===== config.mk =====
export PLATFORM = sky130hd
export DESIGN_NAME = cascade_counter_chain
export DESIGN_NICKNAME = d
export VERILOG_FILES = /design/src/rtl/cascade_counter_chain.sv
export SDC_FILE = /design/constraint.sdc
export NUM_CORES = 1
export LEC_CHECK = 0
export BUFFER_PORTS_ARGS = -buffer_cell sky130_fd_sc_hd__buf_2
export CAP_MARGIN = 30
export CELL_PAD_IN_SITES_DETAIL_PLACEMENT = 0
export CELL_PAD_IN_SITES_GLOBAL_PLACEMENT = 1
export CORE_UTILIZATION = 45
export CTS_CLUSTER_SIZE = 28
export DETAILED_ROUTE_END_ITERATION = 8
export GPL_TIMING_DRIVEN = 0
export PLACE_DENSITY_LB_ADDON = 0.1
export SKIP_LAST_GASP = 1
export SLEW_MARGIN = 10
export SYNTH_ARGS = -nofsm -noshare
export SYNTH_HDL_FRONTEND = slang
export SYNTH_SLANG_ARGS = --single-unit
export TNS_END_PERCENT = 100

===== constraint.sdc =====
create_clock -name clk -period 3.4 [get_ports clk]
set_clock_uncertainty 0.15 [all_clocks]
set_input_delay 0.34 -clock clk [delete_from_list [all_inputs] [get_ports clk]]
set_output_delay 0.34 -clock clk [all_outputs]
set_load 0.02 [all_outputs]

===== src/rtl/cascade_counter_chain.sv =====
// rtl/cascade_counter_chain.sv - cascaded modulo counters with registered readback and done flag
// Build option: define CASCADE_DONE_STICKY_EN to make done hold until clear or reset.
module cascade_counter_chain #(
   parameter int          NUM_STAGES = 8,
   parameter int          STAGE_W    = 16,
   parameter int unsigned MAX_VAL    = (2**STAGE_W) - 1,
   parameter int          SEL_W      = (NUM_STAGES > 1) ? $clog2(NUM_STAGES) : 1
) (
   input  logic               clk,
   input  logic               reset_n,
   input  logic               enable,
   input  logic               clear,
   input  logic               dir,
   input  logic [SEL_W-1:0]   rd_sel,
   output logic [STAGE_W-1:0] rd_count,
   output logic               chain_tc,
   output logic               done
);

   localparam logic [STAGE_W-1:0] MAX_V = STAGE_W'(MAX_VAL);

   logic [STAGE_W-1:0] cnt_q [NUM_STAGES];
   logic [STAGE_W-1:0] cnt_d [NUM_STAGES];
   logic [STAGE_W-1:0] term;
   logic               carry;
   logic               last_tc;
   logic [STAGE_W-1:0] rd_count_q, rd_count_d;
   logic               done_q, done_d;

   // carry walks the chain so every stage sees its enable in the same cycle
   always_comb begin
      term  = dir ? MAX_V : '0;
      carry = enable;
      for (int i = 0; i < NUM_STAGES; i++) begin
         cnt_d[i] = cnt_q[i];
         if (carry) begin
            if (dir)
               cnt_d[i] = (cnt_q[i] == MAX_V) ? '0 : cnt_q[i] + STAGE_W'(1);
            else
               cnt_d[i] = (cnt_q[i] == '0) ? MAX_V : cnt_q[i] - STAGE_W'(1);
         end
         carry = carry & (cnt_q[i] == term);
         if (clear)
            cnt_d[i] = '0;
      end
      last_tc = carry;
   end

   assign chain_tc = last_tc & ~clear;

   always_comb begin
      rd_count_d = '0;
      if (int'(rd_sel) < NUM_STAGES)
         rd_count_d = cnt_q[rd_sel];
   end

   always_comb begin
`ifdef CASCADE_DONE_STICKY_EN
      done_d = done_q;
      if (clear)
         done_d = 1'b0;
      else if (chain_tc)
         done_d = 1'b1;
`else
      done_d = chain_tc;
`endif
   end

   always_ff @(posedge clk or negedge reset_n) begin
      if (!reset_n) begin
         for (int i = 0; i < NUM_STAGES; i++)
            cnt_q[i] <= '0;
         rd_count_q <= '0;
         done_q     <= 1'b0;
      end else begin
         for (int i = 0; i < NUM_STAGES; i++)
            cnt_q[i] <= cnt_d[i];
         rd_count_q <= rd_count_d;
         done_q     <= done_d;
      end
   end

   assign rd_count = rd_count_q;
   assign done     = done_q;

endmodule

# Yosys cells after proc, flatten, opt, wreduce, memory -nomap -nowiden
# Cells that the tools add are included.
# totals
word_cells	114
ff_bits	145
out_inout_bits	18
input_bits	8
# op_classes
bitwise_logic	11
n_eq_ne	16
n_lt_le_gt_ge	1
n_reduce_logical	16
muxes	44
n_addsub	16
# op_table
operator	n
16-bit 2-to-1 mux	43
16-bit by 1-bit adder with 16-bit output, second input constant	8
16-bit == test	8
16-bit == test, second input constant	8
16-bit zero test	8
16-bit by 1-bit subtractor with 16-bit output, second input constant	8
16-bit binary-select mux with 3-bit select	1
2-bit nonzero test	8
1-bit AND	9
4-bit >= comparator, second input constant	1
3-bit NOT with 4-bit output	1
1-bit NOT	1

# Logic depth before layout (Yosys ltp)
# Gate-level depths: netlist of run 1.
# depth
word_depth	11
depth_mapped	11
mapped_depth_nobuf	9

# Least setup slack after synthesis of run 1
# Ideal clock, no wire load.
# synth_timing
path_kind	reg2out
from	reg cnt_q[51] (netlist bit)
to	out chain_tc
slack_ps	193
required_time_ps	2910
stages_incl_launch_ff	9
n_path_buf	2
t_arrival_ps	2717
path_cell_list	dfrtp_1 > buf_2 > nor4_4 > nand2_2 > or4b_4 > a2111oi_4 > buf_4 > nand4_1 > a211oi_1
# synth_between
elab_chain_len	6
# synth_rtl
item	line	text
from (decl)	22	logic [STAGE_W-1:0] cnt_q [NUM_STAGES];
from (signal, indexed assignment)	77	cnt_q[i] <= cnt_d[i];
16-bit == test	42	carry = carry & (cnt_q[i] == term);
1-bit AND (4 in a row)	42	
1-bit AND	49	assign chain_tc = last_tc & ~clear;
to (decl)	16	output logic chain_tc,
# Every way passes these cells.

# Worst setup path after layout of run 1
# layout_timing
from	reg cnt_q[99] (netlist bit)
to	out chain_tc
# layout_between
elab_chain_len	9
# layout_rtl
item	line
16-bit == test	42
1-bit AND (7 in a row)	42
1-bit AND	49
# Every way passes these cells.

==> results of run 1 <==
cells in the final DEF (no fill, tap or decap), types with 17 or more instances in the layout:
cell type / n
a21o_1: 32
inv_1: 37
dfrtp_1: 140
xor2_1: 43
buf_2: 35
nor2_1: 129
clkbuf_1: 99
nand4_1: 44
a211oi_1: 29
and3_1: 30
buf_4: 38
xnor2_1: 51
nand3_1: 89
o21ai_0: 105
a221oi_1: 19
a21oi_1: 115
and4_1: 19
nand2_1: 172
mux4_2: 32
ha_1: 24
a31oi_1: 19
a22o_1: 17
nor4_1: 22
nor3_1: 43
clkbuf_16: 17
cells by family after synthesis:
| group | after synthesis |
|---|---|
| and+or+nand+nor | 653 |
| AOI/OAI and AO/OA | 454 |
| buffers and inverters | 208 |
| DFF | 145 |
| xor gates and xnor gates | 94 |
| muxes | 54 |
| adders and majority gates | 24 |
final cells by class:
type / instances / area (µm²)
inverter: 38 / 143
tap: 378 / 473
timing repair buffer: 60 / 457
buffer: 150 / 683
sequential: 145 / 3630
clock buffer: 17 / 425
fill: 2802 / 13400
clock inverter: 15 / 151
multi-input combinational: 1279 / 8650
worst reg2reg max path, stage by stage, from the launching register on:
cell and delay (ns):
dfrtp_1 0.35, buf_2 0.20, and3_1 0.27, and4bb_1 0.29
a32oi_2 0.68, nor2_4 0.20, nor2_1 0.48, clkbuf_1 0.56
a21oi_1 0.09, nor2_1 0.13
Yosys cell counts, types with 8 or more instances:
| library cell | count |
|---|---|
| a221oi_1 | 20 |
| clkbuf_1 | 128 |
| or4_1 | 8 |
| mux2i_1 | 8 |
| nor3_1 | 48 |
| dfrtp_1 | 145 |
| a22o_1 | 17 |
| nor2_1 | 130 |
| a31oi_1 | 19 |
| nand3_1 | 89 |
| a21o_1 | 32 |
| a22oi_1 | 10 |
| inv_1 | 37 |
| buf_2 | 23 |
| mux4_2 | 32 |
| a211oi_1 | 32 |
| xnor2_1 | 51 |
| o21ai_0 | 105 |
| a311oi_1 | 9 |
| nand4_1 | 44 |
| or3_1 | 12 |
| nand2b_1 | 13 |
| and4_1 | 19 |
| and3_1 | 30 |
| mux2_2 | 14 |
| xor2_1 | 43 |
| ha_1 | 24 |
| a21oi_1 | 117 |
| o31ai_1 | 12 |
| nor4_1 | 29 |
| nand2_1 | 174 |
| buf_1 | 10 |
| and2_1 | 12 |
worst min path at each step:
stage	start	endpoint	slack, ns	depth (start not counted)
6_report	reset_n	cnt_q[54]	0.22	2
5_1_grt	reset_n	cnt_q[54]	0.26	2
4_1_cts	reset_n	cnt_q[49]	0.25	2
3_5_place_dp	reset_n	cnt_q[55]	0.12	1
3_3_place_gp	cnt_q[12]	cnt_q[12]	0.44	1
2_1_floorplan	reset_n	cnt_q[0]	-0.11	0
state kept, by name, indices dropped and copies added (netlist names):
name      count
done          1
cnt_q       128
rd_count     16
where the power goes:
group | internal, mW | total [mW] | switching, mW
clock | 1.03 | 1.95 | 0.923
combinational | 0.346 | 1.01 | 0.659
sequential | 1.76 | 1.82 | 0.0614
total | 3.14 | 4.78 | 1.64
per-stage QoR:
| step | instances | util | power (mW) |
|---|---|---|---|
| 2_1_floorplan | 1632 | - | 2.41 |
| 4_1_cts | 2083 | 0.517 | 4.76 |
| 5_1_grt | 2082 | 0.522 | 4.94 |
| 3_5_place_dp | 2036 | 0.485 | 2.74 |
| 6_report | 2082 | 0.522 | 4.78 |
| 3_3_place_gp | 2031 | 0.482 | 2.73 |
metal layers:
metal | vias to the layer above | global-route usage | share of wire
met3 | 171 | 0.0695 | 0.11
li1 | 6141 | - | -
met1 | 6847 | 0.539 | 0.43
met4 | 0 | 0.176 | 0.049
met2 | 836 | 0.524 | 0.41
met5 | - | 0 | 0
what timing repair did:
action	CTS	global route
hold buffers	1	0
gates cloned	0	0
setup endpoints to repair	110	79
resized for setup	40	33
hold endpoints to repair	44	0
pin swaps	20	11
buffers inserted	29	2
==> impl_metrics.env, run 1 <==
export IMPL_status="finished, violations left"
export IMPL_violations="setup timing"
export IMPL_max_cap_violations=0
export IMPL_avgViaCountPerCell=6.72
export IMPL_clk_pin_slew_ns=0.07
export IMPL_grt_pass1_wl_um=79900
export IMPL_grt_max_degree=102
export IMPL_crit_cells=8
export IMPL_rr_endpoint="cnt_q[83]"
export IMPL_irDropWorstVdd_mv=0.364
export IMPL_synthAdderAreaFrac=0.0232
export IMPL_crit_slowest_cell="dfrtp_1"
export IMPL_ys_types=83
export IMPL_synth_xor_area_frac=0.0637
export IMPL_routed_wl_um=53200
export IMPL_ys_seq_area_frac=0.281
export IMPL_max_slew_worst_pin_slew_ns=1.13
export IMPL_start_util=0.461
export IMPL_max_freq_mhz=265
export IMPL_synth_top_family_by_area="simple AND/OR/NAND/NOR gates"
export IMPL_hold_ws_ns=0.216
export IMPL_antennaDiodeCount=0
export IMPL_fin_crit_ns=3.77
export IMPL_htree_levels=4
export IMPL_period_share=1.11
export IMPL_synthesis_nets=1664
export IMPL_clk_latency_ns=0.47
export IMPL_dieWidth_um=171
export IMPL_die_area_mm2=0.0294
export IMPL_cts_root_buf="clkbuf_16"
export IMPL_dpl_hpwl_um=37900
export IMPL_synthMuxAreaShare=0.0742
export IMPL_synth_simple_area_share=0.259
export IMPL_setup_viol=19
export IMPL_synth_area_top_cells="dfrtp_1, mux4_2, nand2_1"
export IMPL_critical_path_arrival_ns=3.28
export IMPL_reg2reg_from="cnt_q[115]"
export IMPL_start_kind="register"
export IMPL_critical_path_class="reg -> out"
export IMPL_worstRegToRegCells=9
export IMPL_hold_path_class="in -> async"
export IMPL_rsz0062_at_grt="yes"
export IMPL_vias=13995
export IMPL_pre_cts_ws_ns=-1.30
export IMPL_hold_viol_final=0
export IMPL_async_flop_share=1.00
export IMPL_post_route_drc_count=0
export IMPL_drv_slew=0
export IMPL_ys_warn_count=0
export IMPL_required_ns=2.91
export IMPL_synth_top_cell_by_area="dfrtp_1"
export IMPL_gp_congestion=1.01
export IMPL_synth_top_cell_area_share=0.281
export IMPL_clock_sinks=145
export IMPL_grt_pass1_vias=12618
export IMPL_syn_area_per_cell_um2=7.92
export IMPL_worst_path_most_repeated_cell="nand4_1"
export IMPL_antenna_found_initial=0
export IMPL_crit_end="chain_tc"
export IMPL_cts_tree="built"
export IMPL_grt_overflow=0
export IMPL_cp_buffers_inverters=2
export IMPL_reg2reg_slack_ns=-0.07
export IMPL_cts_buffer_depth=2
export IMPL_syn_area_mm2=0.0129
export IMPL_crit_path_end_kind="output pin"
export IMPL_fp_coreArea_mm2=0.0280
export IMPL_leakagePower_nw=6.22
export IMPL_synth_compound_area_frac=0.233
export IMPL_final_area_mm2=0.0146
export IMPL_final_net_count=1723
export IMPL_setup_ws_ns=-0.368
export IMPL_grtUsageTotal=0.371
export IMPL_critical_path_startpoint="cnt_q[99]"
export IMPL_die_y_um=171
export IMPL_synth_seq_cells=145
export IMPL_slew_headroom=0.246
export IMPL_area_delta_synth_final_pct=13.1
export IMPL_ys_flop_type="dfrtp_1"
export IMPL_dpl_cell_area_mm2=0.0136
export IMPL_path_delay_family="simple AND/OR/NAND/NOR gates"
export IMPL_postRouteAntennaNets=0
export IMPL_synth_edff_count=0
export IMPL_power_density_mw_per_mm2=327
export IMPL_drt_iter0_drc=1885
export IMPL_drive_gt1_frac=0.143
export IMPL_crit_path_cell_trace="nand4_1, nor3_2, a32oi_4, a2111oi_4, buf_6, nand4_1, a211oi_2, buf_4"
export IMPL_rows=61
export IMPL_cts_buffers_inserted=17
export IMPL_cp_max_fo=10
export IMPL_wl_per_cell_um=25.6
export IMPL_max_stage_delay_ns=0.56
export IMPL_fin_tns_setup_ns=-1.09
export IMPL_io_buffer_count=21
export IMPL_first_pass_iters=6
export IMPL_io_pins=26
export IMPL_syn_inst=1632
No activity file was read; power rests on OpenSTA's default activity.
==> inputs of run 2 (changes only) <==
--- a/config.mk
+++ b/config.mk
@@ -12,7 +12,7 @@
 export CORE_UTILIZATION = 45
 export CTS_CLUSTER_SIZE = 28
 export DETAILED_ROUTE_END_ITERATION = 8
-export GPL_TIMING_DRIVEN = 0
+export GPL_TIMING_DRIVEN = 1
 export PLACE_DENSITY_LB_ADDON = 0.1
 export SKIP_LAST_GASP = 1
 export SLEW_MARGIN = 10
==> run 2 against run 1 <==
The run still ends with setup timing left; sequential cell count unchanged; critical endpoint unchanged; sequential share of layout area is essentially flat; cell area decreased by 0.12%; fmax grew 9.8%; highest routed layer unchanged; count of clock-buffer cells in the layout grew 7; total power shrank 0.17%; cell count fell by 2.1%; global-route usage decreased by 5.8 points; non-clock buffer count down 43.
==> impl_metrics.env, run 2 (synthesized netlist as in run 1, its figures left out) <==
export IMPL_postRouteAntennaNets=0
export IMPL_dieWidth_um=171
export IMPL_path_delay_family="simple AND/OR/NAND/NOR gates"
export IMPL_drv_slew=0
export IMPL_status="finished, violations left"
export IMPL_seq_area_mm2=0.00363
export IMPL_fp_coreArea_mm2=0.0280
export IMPL_critical_path_startpoint="cnt_q[50]"
export IMPL_p_sw_mw=1.42
export IMPL_clk_latency_ns=0.44
export IMPL_max_stage_delay_ns=0.59
export IMPL_post_route_drc_count=0
export IMPL_multiInputGateArea_mm2=0.00848
export IMPL_start_util=0.461
export IMPL_antenna_found_initial=0
export IMPL_grt_overflow=0
export IMPL_crit_path_end_kind="output pin"
export IMPL_cts_buffers_inserted=17
export IMPL_max_cap_violations=0
export IMPL_period_share=1.01
export IMPL_pre_cts_ws_ns=0.148
export IMPL_clk_pin_slew_ns=0.06
export IMPL_cp_buffers_inverters=1
export IMPL_vias=13161
export IMPL_max_freq_mhz=291
export IMPL_critical_path_class="reg -> out"
export IMPL_io_pins=26
export IMPL_fin_crit_ns=3.43
export IMPL_rsz0062_at_grt="yes"
export IMPL_violations="setup timing"
export IMPL_die_area_mm2=0.0294
export IMPL_pwr_share_seq=0.378
export IMPL_max_slew_worst_pin_slew_ns=0.933
export IMPL_crit_slowest_cell="or4b_4"
export IMPL_critical_path_arrival_ns=2.94
export IMPL_grt_pass1_vias=11950
export IMPL_drive_gt1_frac=0.172
export IMPL_required_ns=2.91
export IMPL_sw_frac_of_total=0.297
export IMPL_cts_root_buf="clkbuf_16"
export IMPL_irDropWorstVdd_mv=0.327
export IMPL_grt_pass1_wl_um=69900
export IMPL_power_density_mw_per_mm2=327
export IMPL_largest_register="cnt_q"
export IMPL_hold_viol_final=0
export IMPL_die_y_um=171
export IMPL_fillers=2713
export IMPL_grt_max_degree=106
export IMPL_routed_wl_um=44900
export IMPL_final_cell_mix="nand2_1, dfrtp_1, buf_4"
export IMPL_avgViaCountPerCell=6.45
export IMPL_final_common_cell="nand2_1"
export IMPL_gp_congestion=0.960
export IMPL_crit_path_cell_trace="nor4_4, nand2_2, or4b_4, a2111oi_4, nand4_1, a211oi_2, buf_2"
export IMPL_reg2reg_from="cnt_q[38]"
export IMPL_setup_viol=1
export IMPL_grtUsageTotal=0.313
export IMPL_setup_ws_ns=-0.0311
export IMPL_htree_levels=4
export IMPL_hold_path_class="in -> reg"
export IMPL_rows=61
export IMPL_cts_tree="built"
export IMPL_wl_per_cell_um=22.0
export IMPL_final_net_count=1680
export IMPL_slew_headroom=0.376
export IMPL_largest_reg_flops=128
export IMPL_drt_iter0_drc=1351
export IMPL_antennaDiodeCount=0
export IMPL_clock_sinks=145
export IMPL_start_kind="register"
export IMPL_leakagePower_nw=6.43
export IMPL_p_comb_frac=0.192
export IMPL_min_delay_start="enable"
export IMPL_cts_buffer_depth=2
export IMPL_area_delta_synth_final_pct=13.0
export IMPL_clkPwrFrac=0.430
export IMPL_first_pass_iters=5
export IMPL_dpl_hpwl_um=32100
export IMPL_power_internal_mw=3.36
export IMPL_io_buffer_count=25
export IMPL_cp_max_fo=4
export IMPL_hold_ws_ns=0.135
## run 2: changes by cell type in the layout (fill, tap and decap cells not counted), sizes merged
cell / previous run / this run
clkinvlp: 3 / 1
buf: 97 / 166
clkinv: 5 / 4
clkbuf: 129 / 24
inv: 44 / 38
bufinv: 1 / 3
## run 2: cell type report
cell class | instances | area share
Tap cell | 378 | 0.0324
Clock buffer | 24 | 0.0344
Inverter | 38 | 0.00977
Sequential cell | 145 | 0.249
Timing Repair Buffer | 167 | 0.0858
Clock inverter | 8 | 0.00857
Multi-Input combinational cell | 1279 | 0.580
## run 2: repair_timing
item	in CTS	in global routing
pin swaps	2	2
buffers inserted	1	0
endpoints found under the setup margin	1	22
hold buffers	1	0
endpoints found under the hold margin	59	0
gates resized for setup	1	8
## run 2: path summary, 6_finish.rpt
path | end | slack, ns | cells past startpoint
max | chain_tc | -0.03 | 7
min | cnt_q[119] | 0.14 | 2
max reg2reg | cnt_q[15] | 0.20 | 9
min reg2reg | cnt_q[116] | 0.45 | 1
max in group asynchronous | cnt_q[58] | 1.94 | 3
min in group asynchronous | cnt_q[40] | 0.31 | 2
## run 2: per-stage QoR
stage	std cells	util	TNS (ns)	total power, mW	instance area [µm²]
2_1_floorplan	1632	-	0	2.41	12900
3_5_place_dp	2004	0.497	0	2.73	13900
3_3_place_gp	2004	0.497	0	2.73	13900
4_1_cts	2038	0.520	-0.162	4.79	14600
6_report	2039	0.521	-0.0311	4.77	14600
5_1_grt	2039	0.521	-0.202	4.94	14600
## run 2: power by group through the flow
| stage | Combinational [mW] | Sequential (mW) | Clock [mW] |
|---|---|---|---|
| floorplan | 0.584 | 1.83 | 0 |
| detailed placement | 0.898 | 1.83 | 0 |
| global placement | 0.897 | 1.83 | 0 |
| global route | 0.993 | 1.81 | 2.15 |
| CTS | 0.903 | 1.80 | 2.08 |
| finish | 0.916 | 1.80 | 2.05 |
## run 2: worst reg2reg max path, delay by kind of cell, from the launching register on
| family | cells | cell delay (ns) |
|---|---|---|
| AND/OR/NAND/NOR | 4 | 1.15 |
| AO/OA/AOI/OAI | 2 | 0.66 |
| flip-flops | 1 | 0.54 |
| buffers and inverters | 2 | 0.48 |
| multiplexers | 1 | 0.12 |
## run 2: metal layers
layer | wire length [µm] | GRT usage | up-vias | part of all wire
met5 | 0 | 0 | - | 0
li1 | - | - | 6073 | -
met2 | 19800 | 0.463 | 554 | 0.44
met4 | 1030 | 0.0959 | 0 | 0.023
met3 | 3560 | 0.0474 | 61 | 0.079
met1 | 20500 | 0.463 | 6473 | 0.46
